File: config.mk
export PLATFORM = sky130hd
export DESIGN_NAME = pll_md_ctrl_flat
export DESIGN_NICKNAME = d
export VERILOG_FILES = /design/src/rtl/pll_md_ctrl_if.sv /design/src/rtl/pll_md_ctrl.sv /design/src/flat_wrapper.sv
export SDC_FILE = /design/constraint.sdc
export NUM_CORES = 1
export LEC_CHECK = 0
export BUFFER_PORTS_ARGS = -buffer_cell sky130_fd_sc_hd__buf_2
export CORE_MARGIN = 2
export CORE_UTILIZATION = 45
export CTS_BUF_LIST = sky130_fd_sc_hd__clkbuf_4
export DETAILED_ROUTE_END_ITERATION = 16
export PLACE_DENSITY_LB_ADDON = 0.12
export REMOVE_ABC_BUFFERS = 1
export SLEW_MARGIN = 0
export SYNTH_ARGS = -nofsm -noshare
export SYNTH_HDL_FRONTEND = slang
export SYNTH_SLANG_ARGS = --single-unit
File: constraint.sdc
create_clock -name clkin -period 4.7 [get_ports clkin]
set_input_delay 0.94 -clock clkin [delete_from_list [all_inputs] [get_ports clkin]]
set_output_delay 0.94 -clock clkin [all_outputs]
set_load 0.005 [all_outputs]
File: src/rtl/pll_md_ctrl_if.sv
// Request/response bus between the system register bus and the PLL MD-port controller.
interface pll_md_ctrl_if;
  logic       req_valid;
  logic       req_ready;
  logic [1:0] req_op;
  logic [7:0] req_addr;
  logic [7:0] req_wdata;
  logic       rsp_valid;
  logic [7:0] rsp_rdata;
  logic       rsp_err;

  modport master (
    output req_valid, req_op, req_addr, req_wdata,
    input  req_ready, rsp_valid, rsp_rdata, rsp_err
  );

  modport slave (
    input  req_valid, req_op, req_addr, req_wdata,
    output req_ready, rsp_valid, rsp_rdata, rsp_err
  );
endinterface

File: src/rtl/pll_md_ctrl.sv
// PLLA dynamic-config (MD) port initiator: single-byte read/write/commit requests,
// MD phase sequencing on MDCLK falling boundaries, PLL reset and relock handling.
// Optional build macro PLL_MD_VERIFY_EN adds a readback check after every write.
module pll_md_ctrl #(
  parameter int unsigned MDCLK_HALF   = 2,
  parameter int unsigned RST_CYCLES   = 8,
  parameter int unsigned LOCK_TIMEOUT = 1024
) (
  input  logic         clkin,
  input  logic         reset,
  pll_md_ctrl_if.slave bus,
  output logic         busy,
  output logic         pll_mdclk,
  output logic [1:0]   pll_mdopc,
  output logic         pll_mdainc,
  output logic [7:0]   pll_mdwdi,
  input  logic [7:0]   pll_mdrdo,
  output logic         pll_reset,
  input  logic         pll_lock
);

  localparam int unsigned DIV_W   = (MDCLK_HALF > 1) ? $clog2(MDCLK_HALF) : 1;
  localparam int unsigned CNT_MAX = (LOCK_TIMEOUT > RST_CYCLES) ? LOCK_TIMEOUT : RST_CYCLES;
  localparam int unsigned CNT_W   = $clog2(CNT_MAX + 1);

  localparam logic [1:0] OPC_NOP  = 2'b00;
  localparam logic [1:0] OPC_ADDR = 2'b11;
  localparam logic [1:0] OPC_WR   = 2'b01;
  localparam logic [1:0] OPC_RD   = 2'b10;

  localparam logic [1:0] OP_RD    = 2'b01;
  localparam logic [1:0] OP_WRC   = 2'b10;
  localparam logic [1:0] OP_CMT   = 2'b11;

  typedef enum logic [3:0] {
    S_BRST, S_BLOCK, S_IDLE, S_WAIT, S_ADDR, S_DATA, S_GAP,
    S_VADDR, S_VREAD, S_VGAP, S_RST, S_LOCK, S_RESP
  } state_t;

  state_t           state_q, state_n;
  logic [CNT_W-1:0] cnt_q, cnt_n;
  logic [1:0]       op_q, op_n;
  logic [7:0]       addr_q, addr_n, wdata_q, wdata_n, rd_q, rd_n;
  logic             verr_q, verr_n;
  logic [1:0]       mdopc_q, mdopc_n;
  logic [7:0]       mdwdi_q, mdwdi_n;
  logic             pll_reset_q, pll_reset_n;
  logic             req_ready_q, req_ready_n, busy_q, busy_n;
  logic             rsp_valid_q, rsp_valid_n, rsp_err_q, rsp_err_n;
  logic [7:0]       rsp_rdata_q, rsp_rdata_n;

  logic [DIV_W-1:0] div_q;
  logic             mdclk_q;
  logic             boundary_c;

  // Boundary: the clkin edge on which MDCLK falls; MD outputs only change there.
  assign boundary_c = mdclk_q && (div_q == DIV_W'(MDCLK_HALF - 1));

  // Free-running MDCLK divider.
  always_ff @(posedge clkin) begin
    if (reset) begin
      div_q   <= '0;
      mdclk_q <= 1'b0;
    end else if (div_q == DIV_W'(MDCLK_HALF - 1)) begin
      div_q   <= '0;
      mdclk_q <= ~mdclk_q;
    end else begin
      div_q   <= div_q + DIV_W'(1);
    end
  end

  // State and registered-output update.
  always_ff @(posedge clkin) begin
    if (reset) begin
      state_q     <= S_BRST;
      cnt_q       <= '0;
      op_q        <= '0;
      addr_q      <= '0;
      wdata_q     <= '0;
      rd_q        <= '0;
      verr_q      <= 1'b0;
      mdopc_q     <= OPC_NOP;
      mdwdi_q     <= '0;
      pll_reset_q <= 1'b1;
      req_ready_q <= 1'b0;
      busy_q      <= 1'b1;
      rsp_valid_q <= 1'b0;
      rsp_rdata_q <= '0;
      rsp_err_q   <= 1'b0;
    end else begin
      state_q     <= state_n;
      cnt_q       <= cnt_n;
      op_q        <= op_n;
      addr_q      <= addr_n;
      wdata_q     <= wdata_n;
      rd_q        <= rd_n;
      verr_q      <= verr_n;
      mdopc_q     <= mdopc_n;
      mdwdi_q     <= mdwdi_n;
      pll_reset_q <= pll_reset_n;
      req_ready_q <= req_ready_n;
      busy_q      <= busy_n;
      rsp_valid_q <= rsp_valid_n;
      rsp_rdata_q <= rsp_rdata_n;
      rsp_err_q   <= rsp_err_n;
    end
  end

  // Next-state and next-output decode.
  always_comb begin
    state_n     = state_q;
    cnt_n       = cnt_q;
    op_n        = op_q;
    addr_n      = addr_q;
    wdata_n     = wdata_q;
    rd_n        = rd_q;
    verr_n      = verr_q;
    mdopc_n     = mdopc_q;
    mdwdi_n     = mdwdi_q;
    pll_reset_n = 1'b0;
    rsp_valid_n = 1'b0;
    rsp_rdata_n = '0;
    rsp_err_n   = 1'b0;

    case (state_q)
      S_BRST, S_RST: begin
        pll_reset_n = 1'b1;
        if (cnt_q == CNT_W'(RST_CYCLES - 1)) begin
          pll_reset_n = 1'b0;
          cnt_n       = '0;
          state_n     = (state_q == S_BRST) ? S_BLOCK : S_LOCK;
        end else begin
          cnt_n = cnt_q + CNT_W'(1);
        end
      end
      // Boot relock: a timeout still opens the bus, a later commit can retry.
      S_BLOCK: begin
        if (pll_lock || (cnt_q == CNT_W'(LOCK_TIMEOUT - 1))) begin
          state_n = S_IDLE;
          cnt_n   = '0;
        end else begin
          cnt_n = cnt_q + CNT_W'(1);
        end
      end
      S_IDLE: begin
        if (bus.req_valid) begin
          op_n    = bus.req_op;
          addr_n  = bus.req_addr;
          wdata_n = bus.req_wdata;
          rd_n    = '0;
          verr_n  = 1'b0;
          if (bus.req_op == OP_CMT) begin
            state_n     = S_RST;
            pll_reset_n = 1'b1;
            cnt_n       = '0;
          end else begin
            state_n = S_WAIT;
          end
        end
      end
      S_WAIT: if (boundary_c) begin
        state_n = S_ADDR;
        mdopc_n = OPC_ADDR;
        mdwdi_n = addr_q;
      end
      S_ADDR: if (boundary_c) begin
        state_n = S_DATA;
        mdopc_n = (op_q == OP_RD) ? OPC_RD : OPC_WR;
        mdwdi_n = (op_q == OP_RD) ? 8'h00 : wdata_q;
      end
      S_DATA, S_VREAD: if (boundary_c) begin
        state_n = (state_q == S_DATA) ? S_GAP : S_VGAP;
        mdopc_n = OPC_NOP;
        mdwdi_n = '0;
      end
      S_GAP: if (boundary_c) begin
        if (op_q == OP_RD) begin
          rd_n        = pll_mdrdo;
          state_n     = S_RESP;
          rsp_valid_n = 1'b1;
          rsp_rdata_n = pll_mdrdo;
        end
`ifdef PLL_MD_VERIFY_EN
        else begin
          state_n = S_VADDR;
          mdopc_n = OPC_ADDR;
          mdwdi_n = addr_q;
        end
`else
        else if (op_q == OP_WRC) begin
          state_n     = S_RST;
          pll_reset_n = 1'b1;
          cnt_n       = '0;
        end else begin
          state_n     = S_RESP;
          rsp_valid_n = 1'b1;
        end
`endif
      end
      S_VADDR: if (boundary_c) begin
        state_n = S_VREAD;
        mdopc_n = OPC_RD;
        mdwdi_n = '0;
      end
      // Readback compare; a commit still runs after a mismatch.
      S_VGAP: if (boundary_c) begin
        rd_n   = pll_mdrdo;
        verr_n = (pll_mdrdo != wdata_q);
        if (op_q == OP_WRC) begin
          state_n     = S_RST;
          pll_reset_n = 1'b1;
          cnt_n       = '0;
        end else begin
          state_n     = S_RESP;
          rsp_valid_n = 1'b1;
          rsp_rdata_n = rd_n;
          rsp_err_n   = verr_n;
        end
      end
      S_LOCK: begin
        if (pll_lock) begin
          state_n     = S_RESP;
          rsp_valid_n = 1'b1;
          rsp_rdata_n = rd_q;
          rsp_err_n   = verr_q;
        end else if (cnt_q == CNT_W'(LOCK_TIMEOUT - 1)) begin
          state_n     = S_RESP;
          rsp_valid_n = 1'b1;
          rsp_rdata_n = rd_q;
          rsp_err_n   = 1'b1;
        end else begin
          cnt_n = cnt_q + CNT_W'(1);
        end
      end
      S_RESP:  state_n = S_IDLE;
      default: state_n = S_IDLE;
    endcase

    req_ready_n = (state_n == S_IDLE);
    busy_n      = ~req_ready_n;
  end

  assign bus.req_ready = req_ready_q;
  assign bus.rsp_valid = rsp_valid_q;
  assign bus.rsp_rdata = rsp_rdata_q;
  assign bus.rsp_err   = rsp_err_q;
  assign busy          = busy_q;
  assign pll_mdclk     = mdclk_q;
  assign pll_mdopc     = mdopc_q;
  assign pll_mdwdi     = mdwdi_q;
  assign pll_mdainc    = 1'b0;
  assign pll_reset     = pll_reset_q;

endmodule

File: src/flat_wrapper.sv
// flat-port wrapper written by rule: the top's interface ports become plain ports
module pll_md_ctrl_flat 
#(
  parameter int unsigned MDCLK_HALF   = 2,
  parameter int unsigned RST_CYCLES   = 8,
  parameter int unsigned LOCK_TIMEOUT = 1024
)
  (clkin, reset, busy, pll_mdclk, pll_mdopc, pll_mdainc, pll_mdwdi, pll_mdrdo, pll_reset, pll_lock, bus_req_valid, bus_req_op, bus_req_addr, bus_req_wdata, bus_req_ready, bus_rsp_valid, bus_rsp_rdata, bus_rsp_err);
  pll_md_ctrl_if bus_i ();
  input  logic clkin;
  input  logic reset;
  output logic busy;
  output logic pll_mdclk;
  output logic [1:0] pll_mdopc;
  output logic pll_mdainc;
  output logic [7:0] pll_mdwdi;
  input  logic [7:0] pll_mdrdo;
  output logic pll_reset;
  input  logic pll_lock;
  input wire logic [$bits(bus_i.req_valid)-1:0] bus_req_valid;
  input wire logic [$bits(bus_i.req_op)-1:0] bus_req_op;
  input wire logic [$bits(bus_i.req_addr)-1:0] bus_req_addr;
  input wire logic [$bits(bus_i.req_wdata)-1:0] bus_req_wdata;
  output wire logic [$bits(bus_i.req_ready)-1:0] bus_req_ready;
  output wire logic [$bits(bus_i.rsp_valid)-1:0] bus_rsp_valid;
  output wire logic [$bits(bus_i.rsp_rdata)-1:0] bus_rsp_rdata;
  output wire logic [$bits(bus_i.rsp_err)-1:0] bus_rsp_err;
  assign bus_i.req_valid = bus_req_valid;
  assign bus_i.req_op = bus_req_op;
  assign bus_i.req_addr = bus_req_addr;
  assign bus_i.req_wdata = bus_req_wdata;
  assign bus_req_ready = bus_i.req_ready;
  assign bus_rsp_valid = bus_i.rsp_valid;
  assign bus_rsp_rdata = bus_i.rsp_rdata;
  assign bus_rsp_err = bus_i.rsp_err;
  pll_md_ctrl #(.MDCLK_HALF(MDCLK_HALF), .RST_CYCLES(RST_CYCLES), .LOCK_TIMEOUT(LOCK_TIMEOUT)) u_core (.clkin(clkin), .reset(reset), .bus(bus_i), .busy(busy), .pll_mdclk(pll_mdclk), .pll_mdopc(pll_mdopc), .pll_mdainc(pll_mdainc), .pll_mdwdi(pll_mdwdi), .pll_mdrdo(pll_mdrdo), .pll_reset(pll_reset), .pll_lock(pll_lock));
endmodule
==> flow_summary.toml, run 1 <==
[status]
outcome = "complete, no violations"

[detailed_routing]
drtAntennaViolNets = 0
drc = 0
drt_first_iter_violations = 193
wire_per_inst_um = 14.93
wl_met2_um = 3556
routed-wl-met3_um = 382
first_pass_iters = 5
drt_wl_total_um = 7851
via_per_inst = 5.456
vias = 2870
routed.top_layer = "met4"
met1_length_um = 3807

[timing]
finalHoldViolations = 0
period_share_pct = 53.04
setup_viol = 0
worstMarginPinSlew_ps = 1067
fin_skew_ps = 16.94
rsz0062_at_grt = "no"
fin_ws_ps = 2207
relSlewSlack_pct = 28.85
slew_violations = 0
fmax_mhz = 401.2
setup_tns_ps = 0
hold-worst-slack_ps = 460.2
fin_crit_ps = 2493

[worst_hold_path]
hold_path_depth = 2
holdCritPathClass = "register to register"

[clocking]
clkTransAtPathRegs_ps = 110
cts_sinks = 67
holdBufCountCts = 0
clockBufferDepth = 2
postCtsSetupBuffers = 0
cts.htree.levels = 3
clock-root-buffer = "clkbuf_4"
tritoncts = "built"
worstSkewPairLatency_ps = 420
cts-resized-gates = 0
numCtsBuffers = 9

[setup_path]
cp-end-kind = "register"
cp.arrival_ps = 2820
crit_type = "register to register"
r2r_cells = 4
cp.required_ps = 5030
path_max_fanout = 22
startpoint_type = "register"

[global_route]
grt_pass1_wl_um = 12600
grt_pass1_vias = 2564
track_usage_pct = 20.63
antenna_found_initial = 0
globalRoute.totalOverflow = 0
grt_max_degree = 52

[synthesis]
synth_cell_type_count = 64
async_reset_ff_share_pct = 0
synthAdderAreaFrac_pct = 0.3818
synth_flop_cell = "dfxtp_1"
syn_inst = 384
synth_warnings = 0
synth_edf_count = 0
synth-compound-area-share_pct = 21.08
synth_top_family_by_area = "simple AND/OR/NAND/NOR gates"
muxShareOfSynthArea_pct = 3.055
synth-simple-area-share_pct = 26.92
synth_xor_area_share_pct = 2.673
synth_area_per_cell_um2 = 8.534
netlist_area_um2 = 3277
ys_seq_area_share_pct = 40.93
synth-seq-cells = 67

[placement]
gp_congestion = 0.8452
dp_cells = 511
numPortBuffers = 53
hpwl_um = 5303
place_worst_setup_slack_ps = 2111

[run]
cap_violations = 0

[layout]
final_cell_mix = "67 x dfxtp_1, 53 x buf_2, 50 x nand2_1"
stdcell_count = 526
n_antenna_cell = 0
nNetsFinal = 454
drive_gt1_share_pct = 18.97
area_growth_pct = 13.59
final_common_cell = "dfxtp_1"

[die]
dieArea_um2 = 7981
ioPinCount = 55
start_util_pct = 45.92
die_h_um = 89.34
die_x_um = 89.34
core_area_um2 = 7137
rows = 31

[power_and_ir_drop]
power-per-cell-area_nw_per_um2 = 341.4
vdd_drop_max_v = 0.0001610
leakage_nw = 1.373
-- through the flow --
step	instance area [um^2]	util (%)	power, W
floorplan	3137	-	0.0007340
detailed placement	3540	49.60	0.0008003
global route	3722	52.16	0.001336
CTS	3722	52.16	0.001285
finish	3722	52.16	0.001271
global placement	3540	49.60	0.0007974
-- state kept, by name (all words and copies together), names as in the netlist --
register              count
u_core.pll_mdopc          2
u_core.state_q            4
u_core.pll_reset          1
u_core.cnt_q             11
u_core.addr_q             8
u_core.div_q              1
u_core.pll_mdclk          1
u_core.wdata_q            8
u_core.bus.rsp_rdata      8
u_core.busy               1
u_core.rd_q               8
u_core.op_q               2
u_core.bus.rsp_err        1
u_core.pll_mdwdi          8
u_core.bus.rsp_valid      1
u_core.bus.req_ready      1
u_core.verr_q             1
-- synthesized netlist by cell type, types with 8 or more instances --
master / n / area (um^2)
a211oi_1: 9 / 67.56
a21oi_1: 35 / 175.2
a22o_1: 8 / 70.07
a22oi_1: 10 / 75.07
and2_1: 8 / 50.05
buf_2: 13 / 65.06
clkbuf_1: 8 / 30.03
dfxtp_1: 67 / 1341
mux2i_1: 10 / 100.1
nand2_1: 50 / 187.7
nand2b_1: 8 / 50.05
nand3_1: 10 / 50.05
nor2_1: 31 / 116.4
nor2b_1: 8 / 50.05
nor3_1: 8 / 40.04
o31ai_1: 8 / 60.06
or4_1: 9 / 67.56
xor2_1: 8 / 70.07
-- cell families (layout without fill, tap and decap cells) --
group / after synthesis / after routing
mux: 10 / 10
xor+xnor: 10 / 10
compound gates: 99 / 99
other cells: 1 / 1
simple gates: 165 / 165
buf+inv: 31 / 74
fa+ha+maj: 1 / 1
flops: 67 / 67
-- power breakdown --
part	switching [W]	internal (W)
Combinational	0.0000956	0.0000661
Sequential	0.0000334	0.000592
Clock	0.000215	0.000268
Total	0.000344	0.000927
-- critical path, cell delays in order, from the launching register on --
cell and delay [ps]:
dfxtp_1 870, inv_2 160, a32oi_1 900, a22oi_1 190, a211oi_1 270
-- area by class of cell --
| type | count | area [um^2] |
|---|---|---|
| Clock buffer | 9 | 67.56 |
| Inverter | 5 | 18.77 |
| Fill cell | 746 | 3415 |
| Clock inverter | 6 | 115.1 |
| Sequential cell | 67 | 1341 |
| Tap cell | 99 | 123.9 |
| Multi-Input combinational cell | 286 | 1783 |
| Timing Repair Buffer | 54 | 272.8 |
-- path summary, 6_finish.rpt --
| kind | start | end | slack [ps] |
|---|---|---|---|
| setup / recovery | u_core.state_q[0]$_SDFF_PP0_ | u_core.pll_mdwdi[3]$_SDFFE_PP0P_ | 2210 |
| hold / removal | u_core.addr_q[3]$_SDFFE_PP0P_ | u_core.addr_q[3]$_SDFFE_PP0P_ | 460 |
| setup reg to reg | u_core.state_q[0]$_SDFF_PP0_ | u_core.pll_mdwdi[3]$_SDFFE_PP0P_ | 2210 |
| hold reg to reg | u_core.addr_q[3]$_SDFFE_PP0P_ | u_core.addr_q[3]$_SDFFE_PP0P_ | 460 |
-- routing by layer --
| metal | vias up | GRT usage, % |
|---|---|---|
| li1 | 1476 | - |
| met1 | 1314 | 29.87 |
| met2 | 71 | 29.63 |
| met3 | 9 | 4.063 |
| met4 | 0 | 8.955 |
| met5 | - | 0 |
(Power assumes the default switching activity.)
==> run 2: changes to the inputs <==
==> constraint.sdc (replaced) <==
create_clock -name clkin -period 2.4 [get_ports clkin]
set_input_delay 0.48 -clock clkin [delete_from_list [all_inputs] [get_ports clkin]]
set_output_delay 0.48 -clock clkin [all_outputs]
set_load 0.005 [all_outputs]
==> run 2 against run 1 <==
Effect of this change: sequential power up 95%; combinational power up 110%; sequential cell count unchanged; setup slack worse by 2000 ps; utilization up 1.2 points; total power up 97%; sequential share of layout area down 0.84 points; via count up 4.5%; critical endpoint is now u_core.cnt_q[3]$_SDFFE_PP0P_; largest cell class unchanged; largest power group unchanged.
==> flow_summary.toml, run 2 (synthesis gave the netlist of run 1 again) <==
[clocking]
clock-root-buffer = "clkbuf_4"
cts.htree.levels = 3
numCtsBuffers = 9
postCtsSetupBuffers = 0
cts_sinks = 67
clkTransAtPathRegs_ps = 130
cts-resized-gates = 0
clockBufferDepth = 2
worstSkewPairLatency_ps = 410
tritoncts = "built"
holdBufCountCts = 0

[placement]
dp_cells = 523
numPortBuffers = 53
hpwl_um = 5591
gp_congestion = 0.9085

[global_route]
antenna_found_initial = 0
grt_pass1_wl_um = 12700
track_usage_pct = 20.68
grt_pass1_vias = 2576
grt_max_degree = 30
globalRoute.totalOverflow = 0

[layout]
final_common_cell = "dfxtp_1"
final_cell_mix = "67 x dfxtp_1, 53 x buf_2, 50 x nand2_1"
largest_reg_flops = 11
fin_util_pct = 53.40
nNetsFinal = 466
fillCellCount = 700
regMostFlops = "u_core.cnt_q"
drive_gt1_share_pct = 21.18
stdcell_count = 538
n_antenna_cell = 0
area_growth_pct = 16.30

[power_and_ir_drop]
leakage_nw = 1.432
fin_total_pwr_w = 0.002508
vdd_drop_max_v = 0.0002845
power-per-cell-area_nw_per_um2 = 658.1

[die]
core_area_um2 = 7137
die_h_um = 89.34
rows = 31
start_util_pct = 45.92
dieArea_um2 = 7981
die_x_um = 89.34
ioPinCount = 55

[detailed_routing]
vias = 2999
drt_wl_total_um = 8071
wire_per_inst_um = 15.00
drt_first_iter_violations = 153
drc = 0
first_pass_iters = 5
drtAntennaViolNets = 0
via_per_inst = 5.574

[timing]
period_share_pct = 90.69
finalHoldViolations = 0
fin_skew_ps = 20.49
setup_tns_ps = 0
setup_viol = 0
relSlewSlack_pct = 48.13
worstMarginPinSlew_ps = 777.1
fmax_mhz = 459.4
rsz0062_at_grt = "no"
fin_crit_ps = 2177
slew_violations = 0

[setup_path]
cp-end-kind = "register"
max_stage_delay_ps = 700
crit_buf_inv = 0
crit_family = "simple AND/OR/NAND/NOR gates"
path_max_fanout = 19
cp.required_ps = 2740
startpoint_type = "register"
slowest_stage = "dfxtp_1"
worstPathCellList = "nand4bb_1, o22a_2, or4_1, a21oi_1"
crit_type = "register to register"
cp.arrival_ps = 2520

[worst_hold_path]
holdCritPathClass = "input port to register"

[status]
outcome = "complete, no violations"

[run]
cap_violations = 0
-- run 2: cell types whose count changed in the layout (fill, tap and decap cells not counted) --
cell and change:
buf_4 +12, inv_6 +1, clkinv_4 -2, clkinvlp_4 +1
-- run 2: power breakdown --
group          switching [W]  internal, W
clock               0.000429     0.000525
combinational       0.000195     0.000141
sequential         0.0000574      0.00116
-- run 2: metrics by stage --
stage          hold WS, ps  cell area, um^2  setup WS [ps]
2_1_floorplan        430.0             3137         -521.7
3_3_place_gp         443.6             3630          308.7
3_5_place_dp         448.2             3630          296.9
4_1_cts              256.5             3811          249.3
5_1_grt              267.0             3811          5.181
6_report             289.8             3811          223.4
-- run 2: final timing paths --
| check | start | to | slack, ps | depth (start not counted) |
|---|---|---|---|---|
| setup / recovery | u_core.state_q[2]$_SDFF_PP0_ | u_core.cnt_q[3]$_SDFFE_PP0P_ | 220 | 4 |
| hold / removal | bus_req_wdata[4] | u_core.wdata_q[4]$_SDFFE_PP0P_ | 290 | 3 |
| setup reg to reg | u_core.state_q[2]$_SDFF_PP0_ | u_core.cnt_q[3]$_SDFFE_PP0P_ | 220 | 4 |
| hold reg to reg | u_core.addr_q[7]$_SDFFE_PP0P_ | u_core.addr_q[7]$_SDFFE_PP0P_ | 460 | 2 |
-- run 2: cell type report --
cell class / count / area [um^2] / area share [%]
tap: 99 / 123.9 / 3.250
clock buffer: 9 / 67.56 / 1.773
sequential: 67 / 1341 / 35.19
inverter: 5 / 18.77 / 0.4924
multi-input combinational: 286 / 1783 / 46.78
clock inverter: 6 / 113.9 / 2.988
timing repair buffer: 66 / 362.8 / 9.521
-- run 2: worst reg2reg max path: cells and delay by family (launching register included) --
| kind | cells | cell delay (ps) |
|---|---|---|
| AND/OR/NAND/NOR | 2 | 830 |
| AO/OA/AOI/OAI | 2 | 580 |
| flip-flops | 1 | 700 |
-- run 2: layer usage --
| metal | vias to the layer above | global-route usage [%] | part of all wire, % |
|---|---|---|---|
| met5 | - | 0 | 0 |
| met4 | 0 | 8.548 | 1.5 |
| met3 | 18 | 4.986 | 5.2 |
| met2 | 93 | 30.84 | 45 |
| met1 | 1392 | 28.61 | 48 |
| li1 | 1496 | - | - |
